==> src/rtl/rv16_pkg.sv <==
// -----------------------------------------------------------------------------
// rv16_pkg
// Shared definitions for the rv16 execute-stage issue/sequencing controller:
// ALU opcode encodings, controller state and writeback error enums, and small
// opcode-classification helpers.
// -----------------------------------------------------------------------------
package rv16_pkg;

  localparam logic [3:0] OP_ADD = 4'b0000;
  localparam logic [3:0] OP_SUB = 4'b0001;
  localparam logic [3:0] OP_MUL = 4'b0010;
  localparam logic [3:0] OP_DIV = 4'b0011;
  localparam logic [3:0] OP_XOR = 4'b0100;
  localparam logic [3:0] OP_AND = 4'b0101;
  localparam logic [3:0] OP_OR  = 4'b0110;

  typedef enum logic [1:0] {
    IDLE = 2'd0,
    EXEC = 2'd1,
    WAIT = 2'd2,
    WB   = 2'd3
  } fu_state_t;

  typedef enum logic [1:0] {
    ERR_NONE    = 2'b00,
    ERR_ILLEGAL = 2'b01,
    ERR_DIV0    = 2'b10,
    ERR_TIMEOUT = 2'b11
  } wb_err_t;

  // Legal opcodes occupy the contiguous range ADD..OR.
  function automatic logic is_legal(input logic [3:0] op);
    return op <= OP_OR;
  endfunction

  // Operations that are handed to a multi-cycle unit and waited on.
  function automatic logic is_multicycle(input logic [3:0] op);
    return (op == OP_MUL) || (op == OP_DIV);
  endfunction

endpackage

==> src/rtl/rv16_fu_timeout.sv <==
// -----------------------------------------------------------------------------
// rv16_fu_timeout
// Loadable up-counter used to bound how long the controller waits on a
// multi-cycle unit. Priority: clear > load > enable.
//   clk, rst_n : clock, synchronous active-low reset
//   clear      : force count to zero
//   load       : load count from load_val
//   load_val   : value loaded when load is high
//   en         : increment count
//   tc         : terminal count, high while count == TIMEOUT-1
// -----------------------------------------------------------------------------
module rv16_fu_timeout #(
  parameter int TIMEOUT = 64,
  localparam int W = $clog2(TIMEOUT)
) (
  input  logic         clk,
  input  logic         rst_n,
  input  logic         clear,
  input  logic         load,
  input  logic [W-1:0] load_val,
  input  logic         en,
  output logic         tc
);

  logic [W-1:0] count_q, count_d;

  always_comb begin
    count_d = count_q;
    if (clear) begin
      count_d = '0;
    end else if (load) begin
      count_d = load_val;
    end else if (en) begin
      count_d = count_q + 1'b1;
    end
  end

  // NOTE: state registers use non-blocking assignments so every flop samples
  // the pre-edge value of its inputs, independent of block ordering.
  always_ff @(posedge clk) begin
    if (!rst_n) begin
      count_q <= '0;
    end else begin
      count_q <= count_d;
    end
  end

  assign tc = (count_q == W'(TIMEOUT - 1));

endmodule

==> src/rtl/rv16_fu_ctrl.sv <==
// -----------------------------------------------------------------------------
// rv16_fu_ctrl
// Issue/sequencing controller for the rv16 execute stage. Accepts one ALU op
// from decode, steers the rd result mux, starts and waits on MUL/DIV, captures
// the result and hands it to writeback. Illegal opcodes, divide-by-zero and
// unit timeouts complete with an error code. Completed ops are counted.
//   iss_*        : decode -> controller valid/ready issue handshake
//   fumux_opcode : select for the rd functional-unit result mux
//   fu_result    : rd result mux output
//   mul_*/div_*  : start pulse / done strobe of the multi-cycle units
//   wb_*         : controller -> writeback valid/ready handshake
//   op_count     : completed-op counter (wraps)
// -----------------------------------------------------------------------------
module rv16_fu_ctrl
  import rv16_pkg::*;
#(
  parameter int DATA    = 16,
  parameter int OPCODE  = 4,
  parameter int REGADDR = 3,
  parameter int TIMEOUT = 64
) (
  input  logic               clk,
  input  logic               rst_n,
  input  logic               iss_valid,
  output logic               iss_ready,
  input  logic [OPCODE-1:0]  iss_opcode,
  input  logic [DATA-1:0]    iss_rs2,
  input  logic [REGADDR-1:0] iss_rd,
  output logic [OPCODE-1:0]  fumux_opcode,
  input  logic [DATA-1:0]    fu_result,
  output logic               mul_start,
  input  logic               mul_done,
  output logic               div_start,
  input  logic               div_done,
  output logic               wb_valid,
  input  logic               wb_ready,
  output logic [REGADDR-1:0] wb_rd,
  output logic [DATA-1:0]    wb_data,
  output logic [1:0]         wb_err,
  output logic [15:0]        op_count
);

  fu_state_t          state_q, state_d;
  logic [OPCODE-1:0]  opcode_q, opcode_d;
  logic [DATA-1:0]    rs2_q, rs2_d;
  logic [REGADDR-1:0] rd_q, rd_d;
  logic [DATA-1:0]    wb_data_q, wb_data_d;
  wb_err_t            wb_err_q, wb_err_d;
  logic [15:0]        op_count_q, op_count_d;

  logic tmo_clear, tmo_en, tmo_tc;

  // ---------------------------------------------------------------------------
  // Opcode decode of the latched opcode. The opcode is zero-extended so the
  // 4-bit encodings can be compared for any OPCODE width; any set bit above
  // bit 3 makes the opcode illegal.
  // ---------------------------------------------------------------------------
  localparam int OPX = OPCODE + 4;

  logic [OPX-1:0] op_ext;
  logic [3:0]     op_lo;
  logic           op_hi_zero, op_legal, op_multi, op_mul, op_div, rs2_zero;

  assign op_ext     = {4'b0000, opcode_q};
  assign op_lo      = op_ext[3:0];
  assign op_hi_zero = ((op_ext >> 4) == '0);
  assign op_legal   = op_hi_zero && is_legal(op_lo);
  assign op_multi   = op_hi_zero && is_multicycle(op_lo);
  assign op_mul     = op_multi && (op_lo == OP_MUL);
  assign op_div     = op_multi && (op_lo == OP_DIV);
  assign rs2_zero   = (rs2_q == '0);

  // Only the unit that was started may complete the op; the other done is
  // ignored.
  logic done_act;
  assign done_act = op_mul ? mul_done : div_done;

  // ---------------------------------------------------------------------------
  // Outputs decoded from registered state only.
  // ---------------------------------------------------------------------------
  assign iss_ready    = (state_q == IDLE);
  assign wb_valid     = (state_q == WB);
  assign mul_start    = (state_q == EXEC) && op_mul;
  assign div_start    = (state_q == EXEC) && op_div && !rs2_zero;
  assign fumux_opcode = opcode_q;
  assign wb_rd        = rd_q;
  assign wb_data      = wb_data_q;
  assign wb_err       = wb_err_q;
  assign op_count     = op_count_q;

  // ---------------------------------------------------------------------------
  // Next-state logic
  // ---------------------------------------------------------------------------
  // NOTE: every signal written here gets a default first, so no path leaves a
  // value unassigned and no latch is inferred.
  always_comb begin
    state_d    = state_q;
    opcode_d   = opcode_q;
    rs2_d      = rs2_q;
    rd_d       = rd_q;
    wb_data_d  = wb_data_q;
    wb_err_d   = wb_err_q;
    op_count_d = op_count_q;
    tmo_clear  = 1'b1;
    tmo_en     = 1'b0;

    unique case (state_q)
      IDLE: begin
        if (iss_valid) begin
          opcode_d = iss_opcode;
          rs2_d    = iss_rs2;
          rd_d     = iss_rd;
          state_d  = EXEC;
        end
      end

      EXEC: begin
        if (!op_legal) begin
          wb_data_d = '0;
          wb_err_d  = ERR_ILLEGAL;
          state_d   = WB;
        end else if (op_mul) begin
          state_d = WAIT;
        end else if (op_div) begin
          if (rs2_zero) begin
            wb_data_d = '1;
            wb_err_d  = ERR_DIV0;
            state_d   = WB;
          end else begin
            state_d = WAIT;
          end
        end else begin
          wb_data_d = fu_result;
          wb_err_d  = ERR_NONE;
          state_d   = WB;
        end
      end

      WAIT: begin
        // The counter reads 0 in the first WAIT cycle, so terminal count
        // marks the TIMEOUT-th WAIT cycle. A done in that cycle still wins.
        tmo_clear = 1'b0;
        tmo_en    = 1'b1;
        if (done_act) begin
          wb_data_d = fu_result;
          wb_err_d  = ERR_NONE;
          state_d   = WB;
        end else if (tmo_tc) begin
          wb_data_d = '0;
          wb_err_d  = ERR_TIMEOUT;
          state_d   = WB;
        end
      end

      WB: begin
        if (wb_ready) begin
          op_count_d = op_count_q + 16'd1;
          state_d    = IDLE;
        end
      end

      default: state_d = IDLE;
    endcase
  end

  always_ff @(posedge clk) begin
    if (!rst_n) begin
      state_q    <= IDLE;
      opcode_q   <= '0;
      rs2_q      <= '0;
      rd_q       <= '0;
      wb_data_q  <= '0;
      wb_err_q   <= ERR_NONE;
      op_count_q <= '0;
    end else begin
      state_q    <= state_d;
      opcode_q   <= opcode_d;
      rs2_q      <= rs2_d;
      rd_q       <= rd_d;
      wb_data_q  <= wb_data_d;
      wb_err_q   <= wb_err_d;
      op_count_q <= op_count_d;
    end
  end

  rv16_fu_timeout #(
    .TIMEOUT (TIMEOUT)
  ) u_timeout (
    .clk      (clk),
    .rst_n    (rst_n),
    .clear    (tmo_clear),
    .load     (1'b0),
    .load_val ('0),
    .en       (tmo_en),
    .tc       (tmo_tc)
  );

endmodule

==> config.mk <==
export PLATFORM = sky130hd
export DESIGN_NAME = rv16_fu_ctrl
export DESIGN_NICKNAME = d
export VERILOG_FILES = /design/src/rtl/rv16_pkg.sv /design/src/rtl/rv16_fu_timeout.sv /design/src/rtl/rv16_fu_ctrl.sv
export SDC_FILE = /design/constraint.sdc
export NUM_CORES = 1
export LEC_CHECK = 0
export BUFFER_PORTS_ARGS = -buffer_cell sky130_fd_sc_hd__buf_2
export CORE_ASPECT_RATIO = 1.25
export CORE_MARGIN = 4
export CORE_UTILIZATION = 54
export DETAILED_ROUTE_END_ITERATION = 10
export PLACE_DENSITY_LB_ADDON = 0.2
export SYNTH_ARGS = -nofsm -noshare
export SYNTH_HDL_FRONTEND = slang
export SYNTH_SLANG_ARGS = --single-unit
==> constraint.sdc <==
create_clock -name clk -period 4.82 [get_ports clk]
set_input_delay 0.482 -clock clk [delete_from_list [all_inputs] [get_ports clk]]
set_output_delay 0.482 -clock clk [all_outputs]
set_load 0.1 [all_outputs]
==> results of run 1 <==
-- power groups by stage --
stage | sequential (mW) | clock [mW] | combinational (mW)
6_report | 0.718 | 0.522 | 1.18
5_1_grt | 0.732 | 0.551 | 1.26
4_1_cts | 0.718 | 0.526 | 1.19
3_5_place_dp | 0.730 | 0 | 1.19
3_3_place_gp | 0.726 | 0 | 1.18
2_1_floorplan | 1.27 | 0 | 0.509
-- logic make-up (layout without fill, tap and decap cells) --
| kind of cell | Yosys count | count (layout) |
|---|---|---|
| buf+inv | 30 | 115 |
| flops | 65 | 65 |
| compound gates | 65 | 65 |
| mux | 2 | 2 |
| xor+xnor | 15 | 15 |
| fa+ha+maj | 6 | 6 |
| simple gates | 151 | 151 |
-- worst min-delay path, stage by stage --
cell	delay, ns
buf_2	0.10
nand2_1	0.04
a21oi_1	0.05
-- cells in the final DEF, fill, tap and decap left out, types with 2 or more instances in the layout --
cell type and count:
bufinv_16 2, nor3_1 3, a221oi_1 2, clkbuf_1 3, nand3_1 10, and4_1 2
nand4_1 3, a31o_2 8, nor4_1 21, xnor2_1 6, a31o_1 8, ha_1 6
a21oi_1 30, and3_1 5, clkbuf_8 11, nor2_1 34, inv_1 8, xor2_1 9
nand2_1 61, buf_2 89, mux2i_1 2, dfxtp_1 65, or3_1 4, o21ai_0 6
-- final timing paths --
kind	end	cells past startpoint	start	slack [ns]
setup / recovery	wb_data[3]$_SDFFE_PN0P_	4	fumux_opcode[1]$_SDFFE_PN0P_	2.23
setup reg to reg	wb_data[3]$_SDFFE_PN0P_	4	fumux_opcode[1]$_SDFFE_PN0P_	2.23
hold / removal	rs2_q[3]$_SDFFE_PN0P_	3	iss_rs2[3]	0.37
hold reg to reg	u_timeout.count_q[0]$_SDFFE_PN0P_	1	u_timeout.count_q[0]$_SDFFE_PN0P_	0.45
-- final cells by class --
class	count	area share, %
clock buffers	14	4.66
clock inverters	2	1.72
inverters	9	0.968
multi-input cells	239	40.1
flip-flops and latches	65	37.3
well taps	62	2.22
repair buffers	90	13.0
-- routing by layer --
layer	GRT usage (%)	vias to the layer above	share of wire (%)
li1	-	1325	-
met1	25.7	1186	42
met2	35.8	66	48
met3	4.16	12	6.9
met4	12.1	0	2.4
met5	0	-	0
-- sequential cells by signal, indices dropped and copies added, names as in the netlist --
name and count:
wb_err 2, rs2_q 16, wb_data 16, fumux_opcode 4, state_q 2, u_timeout.count_q 6
wb_rd 3, op_count 16
-- per-stage QoR --
stage | util [%] | total power, mW
after floorplan | - | 1.78
after global placement | 64.3 | 1.90
after detailed placement | 64.3 | 1.92
after CTS | 68.7 | 2.43
after global routing | 68.7 | 2.54
final | 68.7 | 2.42
==> reports/results.ini, run 1 <==
[clock_network]
clock_sinks=65
cts_setup_buffers=0
cts_tree=built
cts_resized=0
worstSkewPairLatency_ns=0.34
clk_path_buf_depth=2
path_clk_slew_ns=0.07
cts_root_buffer=clkbuf_8
cts-buffers-inserted=9
cts-htree-levels=3
ctsHoldBuffers=0

[timing]
timing.hold.ws_ns=0.368
final.setup.tns_ns=0
rsz0062_at_grt=no
worst_pin_slew_ns=1.03
post-route-period-util_pct=53.6
slew_viol_final=0
finalHoldViolations=0
finClkSkew_ns=0.00666
setup_viol=0
maxSlewHeadroom_pct=30.6
post-route-min-period_ns=2.59
setup_ws_ns=2.23
timing.fmax_mhz=387

[logic_synthesis]
synth_cells=334
yosysUniqueCellTypes=43
synth_top_area_cell=dfxtp_1
synth_area_leaders=dfxtp_1 (46%), nand2_1 (8.0%), a21oi_1 (5.3%)
avgSynthCellArea_um2=8.53
yosys-top-cells-count=dfxtp_1 (65), nand2_1 (61), nor2_1 (34), a21oi_1 (30), nor4_1 (21)
synth_edf_count=0
synth_fa_ha_area_share_pct=2.64
synth_compound_area_share_pct=15.7
synth_seq_area_share_pct=45.7
netlist.area_leader.share_pct=45.7
async_flop_share_pct=0
synth_top_family_by_area=simple AND/OR/NAND/NOR gates
synth.cell_area_um2=2850
synth_warnings=0
synth_simple_gate_area_share_pct=25.5
synthXorXnorAreaFrac_pct=4.61
syn-num-nets=385
yosysMostFrequentCell=dfxtp_1
ys_ff_latch=65
synthMuxAreaShare_pct=0.703
ys.flop_type=dfxtp_1

[floorplanning]
start_util_pct=56.1
io_pins=90
die_x_um=73.0
dieArea_um2=6510
die_y_um=89.2
rows=29
core_um2=5080

[run_status]
outcome=finished clean

[power_and_ir_drop]
ir_worst_vdd_uv=471
p_sw_share_pct=50.2
clkPwrFrac_pct=21.5
p_comb_share_pct=48.9
powerDensity_nw_per_um2=695
power.leakage_nw=1.52
power_switching_mw=1.22
p_seq_share_pct=29.6
p_int_mw=1.21

[setup_path]
crit_type=flip-flop to flip-flop
cp.arrival_ns=2.88
cp_data_required_time_ns=5.11
cp_cell_sequence=or3b_1 > o311ai_4 > or2_1 > a31o_2
end_kind=flip-flop
crit_buf_inv=0
path_delay_family=simple AND/OR/NAND/NOR gates
max_stage_delay_ns=0.76
path_max_fanout=19
slowest_stage=o311ai_4
start_kind=flip-flop

[drt]
drt_iter0_drc=108
wl_mm=6.53
drc=0
drt-pass1-iter-count=4
route.antenna.remaining_nets=0
num_vias=2589
via_per_inst=5.38
post_drt_wl_per_cell_um=13.6

[final_layout]
stdcell_area_um2=3490
seq_area_um2=1300
area_growth_syn_to_layout_pct=22.5
final_cells=481
drive_above_1_share_pct=27.9
nFillCells=448
multi_input_area_um2=1400
nets=465
n_antenna_cell=0

[placed_design]
dp_hpwl_mm=4.67
pre_cts_ws_ns=2.28
dpl-instance-area_um2=3270
dp.cells=465
io_buffers=89
gp_congestion=0.822

[global_route]
grtUsageTotal_pct=21.4
grt_pass1_wl_mm=10.9
antenna_found_initial=0
grt_max_degree=28
grt_pass1_vias=2394
overflow=0

[flow_run]
drv_cap=0

[worst_hold_path]
min_path_type=input pin to flip-flop

Note: power is estimated with default switching activity, not from simulation.
==> inputs of run 2 (changes only) <==
Settings changed: ABC_AREA from default to 1, CORE_UTILIZATION 54 to 46.
Clock period 4.82 ns to 2.3 ns, I/O delays scaled along.
==> run 2 against run 1 <==
Effect of this change: clock skew increased by 0.0056 ns; hold slack got worse by 0.23 ns; core utilization shrank 9.6 points; sequential power increased by 110%; count of clock-buffer cells in the layout shrank 4; critical endpoint is now div_start; highest routed layer unchanged; combinational power grew 130%; total power grew 110%; flip-flop and latch count did not move.
==> reports/results.ini, run 2 <==
[logic_synthesis]
async_flop_share_pct=0  ; unchanged
yosysMostFrequentCell=nor2_1
ys_ff_latch=65  ; unchanged
synth_seq_area_share_pct=43.7  ; -2.0 points
synth_edf_count=0  ; unchanged
synth_cells=417  ; +25%
synth_area_leaders=dfxtp_1 (44%), nor2_1 (13%), nand2_1 (8.3%)
synth.cell_area_um2=2980  ; +4.5%
avgSynthCellArea_um2=7.14  ; -16%
yosys-top-cells-count=nor2_1 (100), nand2_1 (66), dfxtp_1 (65), inv_1 (42), o21ai_0 (38)
syn-num-nets=468  ; +22%
synth_top_area_cell=dfxtp_1
yosysUniqueCellTypes=33  ; -23%
netlist.area_leader.share_pct=43.7  ; -2.0 points
ys.flop_type=dfxtp_1
synth_warnings=0  ; unchanged

[timing]
setup_ws_ns=0.258  ; -1.98 ns
slew_viol_final=0  ; unchanged
rsz0062_at_grt=no
timing.hold.ws_ns=0.143  ; -0.226 ns
maxSlewHeadroom_pct=52.3  ; +22 points
setup_viol=0  ; unchanged
post-route-period-util_pct=88.8
timing.fmax_mhz=490
worst_pin_slew_ns=0.715  ; -0.319 ns
finClkSkew_ns=0.0122  ; +0.00557 ns
final.setup.tns_ns=0  ; unchanged
finalHoldViolations=0  ; unchanged
post-route-min-period_ns=2.04

[floorplanning]
core_um2=6250  ; +23%
die_y_um=97.9  ; +9.8%
die_x_um=80.0  ; +9.6%
start_util_pct=47.7  ; -8.4 points
rows=32  ; +10%
io_pins=90  ; unchanged
dieArea_um2=7830  ; +20%

[final_layout]
seq_area_um2=1300  ; +0.19%
nFillCells=638  ; +42%
n_antenna_cell=0  ; unchanged
nets=557  ; +20%
layout_commonest_cell=nor2_1
stdcell_area_um2=3690  ; +5.7%
area_growth_syn_to_layout_pct=23.9
most-common-layout-cells=nor2_1 (99), buf_2 (89), nand2_1 (66)
multi_input_area_um2=1440  ; +2.9%
drive_above_1_share_pct=27.4  ; -0.53 points

[drt]
route.antenna.remaining_nets=0  ; unchanged
drt-pass1-iter-count=4  ; unchanged
wl_mm=6.89  ; +5.5%
num_vias=2851  ; +10%
post_drt_wl_per_cell_um=11.6  ; -15%
drc=0  ; unchanged
via_per_inst=4.78  ; -11%
drt_iter0_drc=129  ; +19%

[clock_network]
cts-htree-levels=3  ; unchanged
cts_setup_buffers=0  ; unchanged
ctsHoldBuffers=0  ; unchanged
clock_sinks=65  ; unchanged
cts_root_buffer=clkbuf_8
clk_path_buf_depth=2  ; unchanged
worstSkewPairLatency_ns=0.33  ; about the same
path_clk_slew_ns=0.08  ; about the same
cts_resized=0  ; unchanged
cts_tree=built
cts-buffers-inserted=9  ; unchanged

[global_route]
overflow=0  ; unchanged
grt.met2_usage_pct=31.4  ; -4.4 points
grt_pass1_vias=2643  ; +10%
grtUsageTotal_pct=17.9  ; -3.5 points
grt.busiest_layer=met2
antenna_found_initial=0  ; unchanged
gr-usage-met1_pct=21.8  ; -4.0 points
grt_pass1_wl_mm=11.5  ; +5.3%
grt_max_degree=45  ; +61%
grt_util_met3_pct=3.32  ; -0.84 points

[placed_design]
dp_hpwl_mm=5.04  ; +7.8%
dpl-instance-area_um2=3480  ; +6.7%
pre_cts_ws_ns=0.554  ; -1.72 ns
io_buffers=89  ; unchanged
gp_congestion=0.842  ; +2.4%

[worst_hold_path]
min_path_type=input pin to flip-flop
hold_end=rs2_q[9]$_SDFFE_PN0P_
hold_depth=3  ; unchanged
min-delay-start=iss_rs2[9]

[power_and_ir_drop]
powerDensity_nw_per_um2=1410  ; +100%
power.leakage_nw=1.72  ; +14%
ir_worst_vdd_uv=791  ; +68%

[setup_path]
start_kind=flip-flop
cp_data_required_time_ns=2.07  ; -3.04 ns
r2r_cells=10  ; +6
path_max_fanout=4  ; -15
r2r_slack_ns=0.54  ; -1.69 ns
crit_type=flip-flop to output port
end_kind=output port
cp.arrival_ns=1.81  ; -1.07 ns
regToRegStartpoint=state_q[0]$_SDFFE_PN0P_
worstReg2RegEnd=op_count[14]$_SDFFE_PN0P_

[run_status]
outcome=finished clean

[flow_run]
drv_cap=0  ; unchanged

## run 2: changes by cell type after synthesis, moves of 6 or more
cell     delta
nor2_1     +66
a21oi_2     +9
o21ai_0    +32
xor2_1      -9
a31o_2      -8
a31o_1      -8
nand2_2     +6
nor4_1     -21
inv_1      +34
## run 2: cells by family after synthesis
logic type | share of synthesized area, %
compound gates | 15.8
xor+xnor | 0.294
fa+ha+maj | 2.52
buf+inv | 8.03
flops | 43.7
simple gates | 29.6
## run 2: how the worst max path moves through the flow
stage | from | end | depth (start not counted)
after floorplan | op_count[1]$_SDFFE_PN0P_ | op_count[14]$_SDFFE_PN0P_ | 8
after global placement | state_q[0]$_SDFFE_PN0P_ | wb_data[9]$_SDFFE_PN0P_ | 8
after detailed placement | state_q[0]$_SDFFE_PN0P_ | wb_data[9]$_SDFFE_PN0P_ | 8
after CTS | state_q[1]$_SDFFE_PN0P_ | div_start | 7
after global routing | state_q[1]$_SDFFE_PN0P_ | div_start | 7
final | state_q[1]$_SDFFE_PN0P_ | div_start | 7
## run 2: worst max-delay path: stages (launching register included)
cell and delay (ns):
dfxtp_1 0.33, inv_1 0.11, ha_1 0.18, inv_1 0.08, nor3b_2 0.20, nand2_2 0.11, inv_1 0.06, buf_2 0.41
## run 2: stage by stage
stage,total power [mW],util (%),instances
after floorplan,3.87,-,417
after global placement,4.21,55.8,580
after detailed placement,4.25,55.8,580
after CTS,5.24,59.1,596
after global routing,5.53,59.1,596
final,5.19,59.1,596
## run 2: layout make-up
| type | instances | area share [%] |
|---|---|---|
| inverters | 45 | 4.65 |
| clock inverters | 6 | 1.83 |
| flip-flops and latches | 65 | 35.3 |
| repair buffers | 91 | 12.5 |
| well taps | 85 | 2.88 |
| multi-input cells | 294 | 39.1 |
| clock buffers | 10 | 3.73 |
## run 2: report_power, final
part | switching, mW | internal [mW]
clock network | 0.443 | 0.531
registers | 0.150 | 1.38
logic | 2.13 | 0.548
## run 2: metal layers
metal | share of wire [%] | wire [um]
met5 | 0 | 0
met4 | 0.89 | 61
met3 | 5.2 | 356
met2 | 51 | 3500
met1 | 43 | 2980
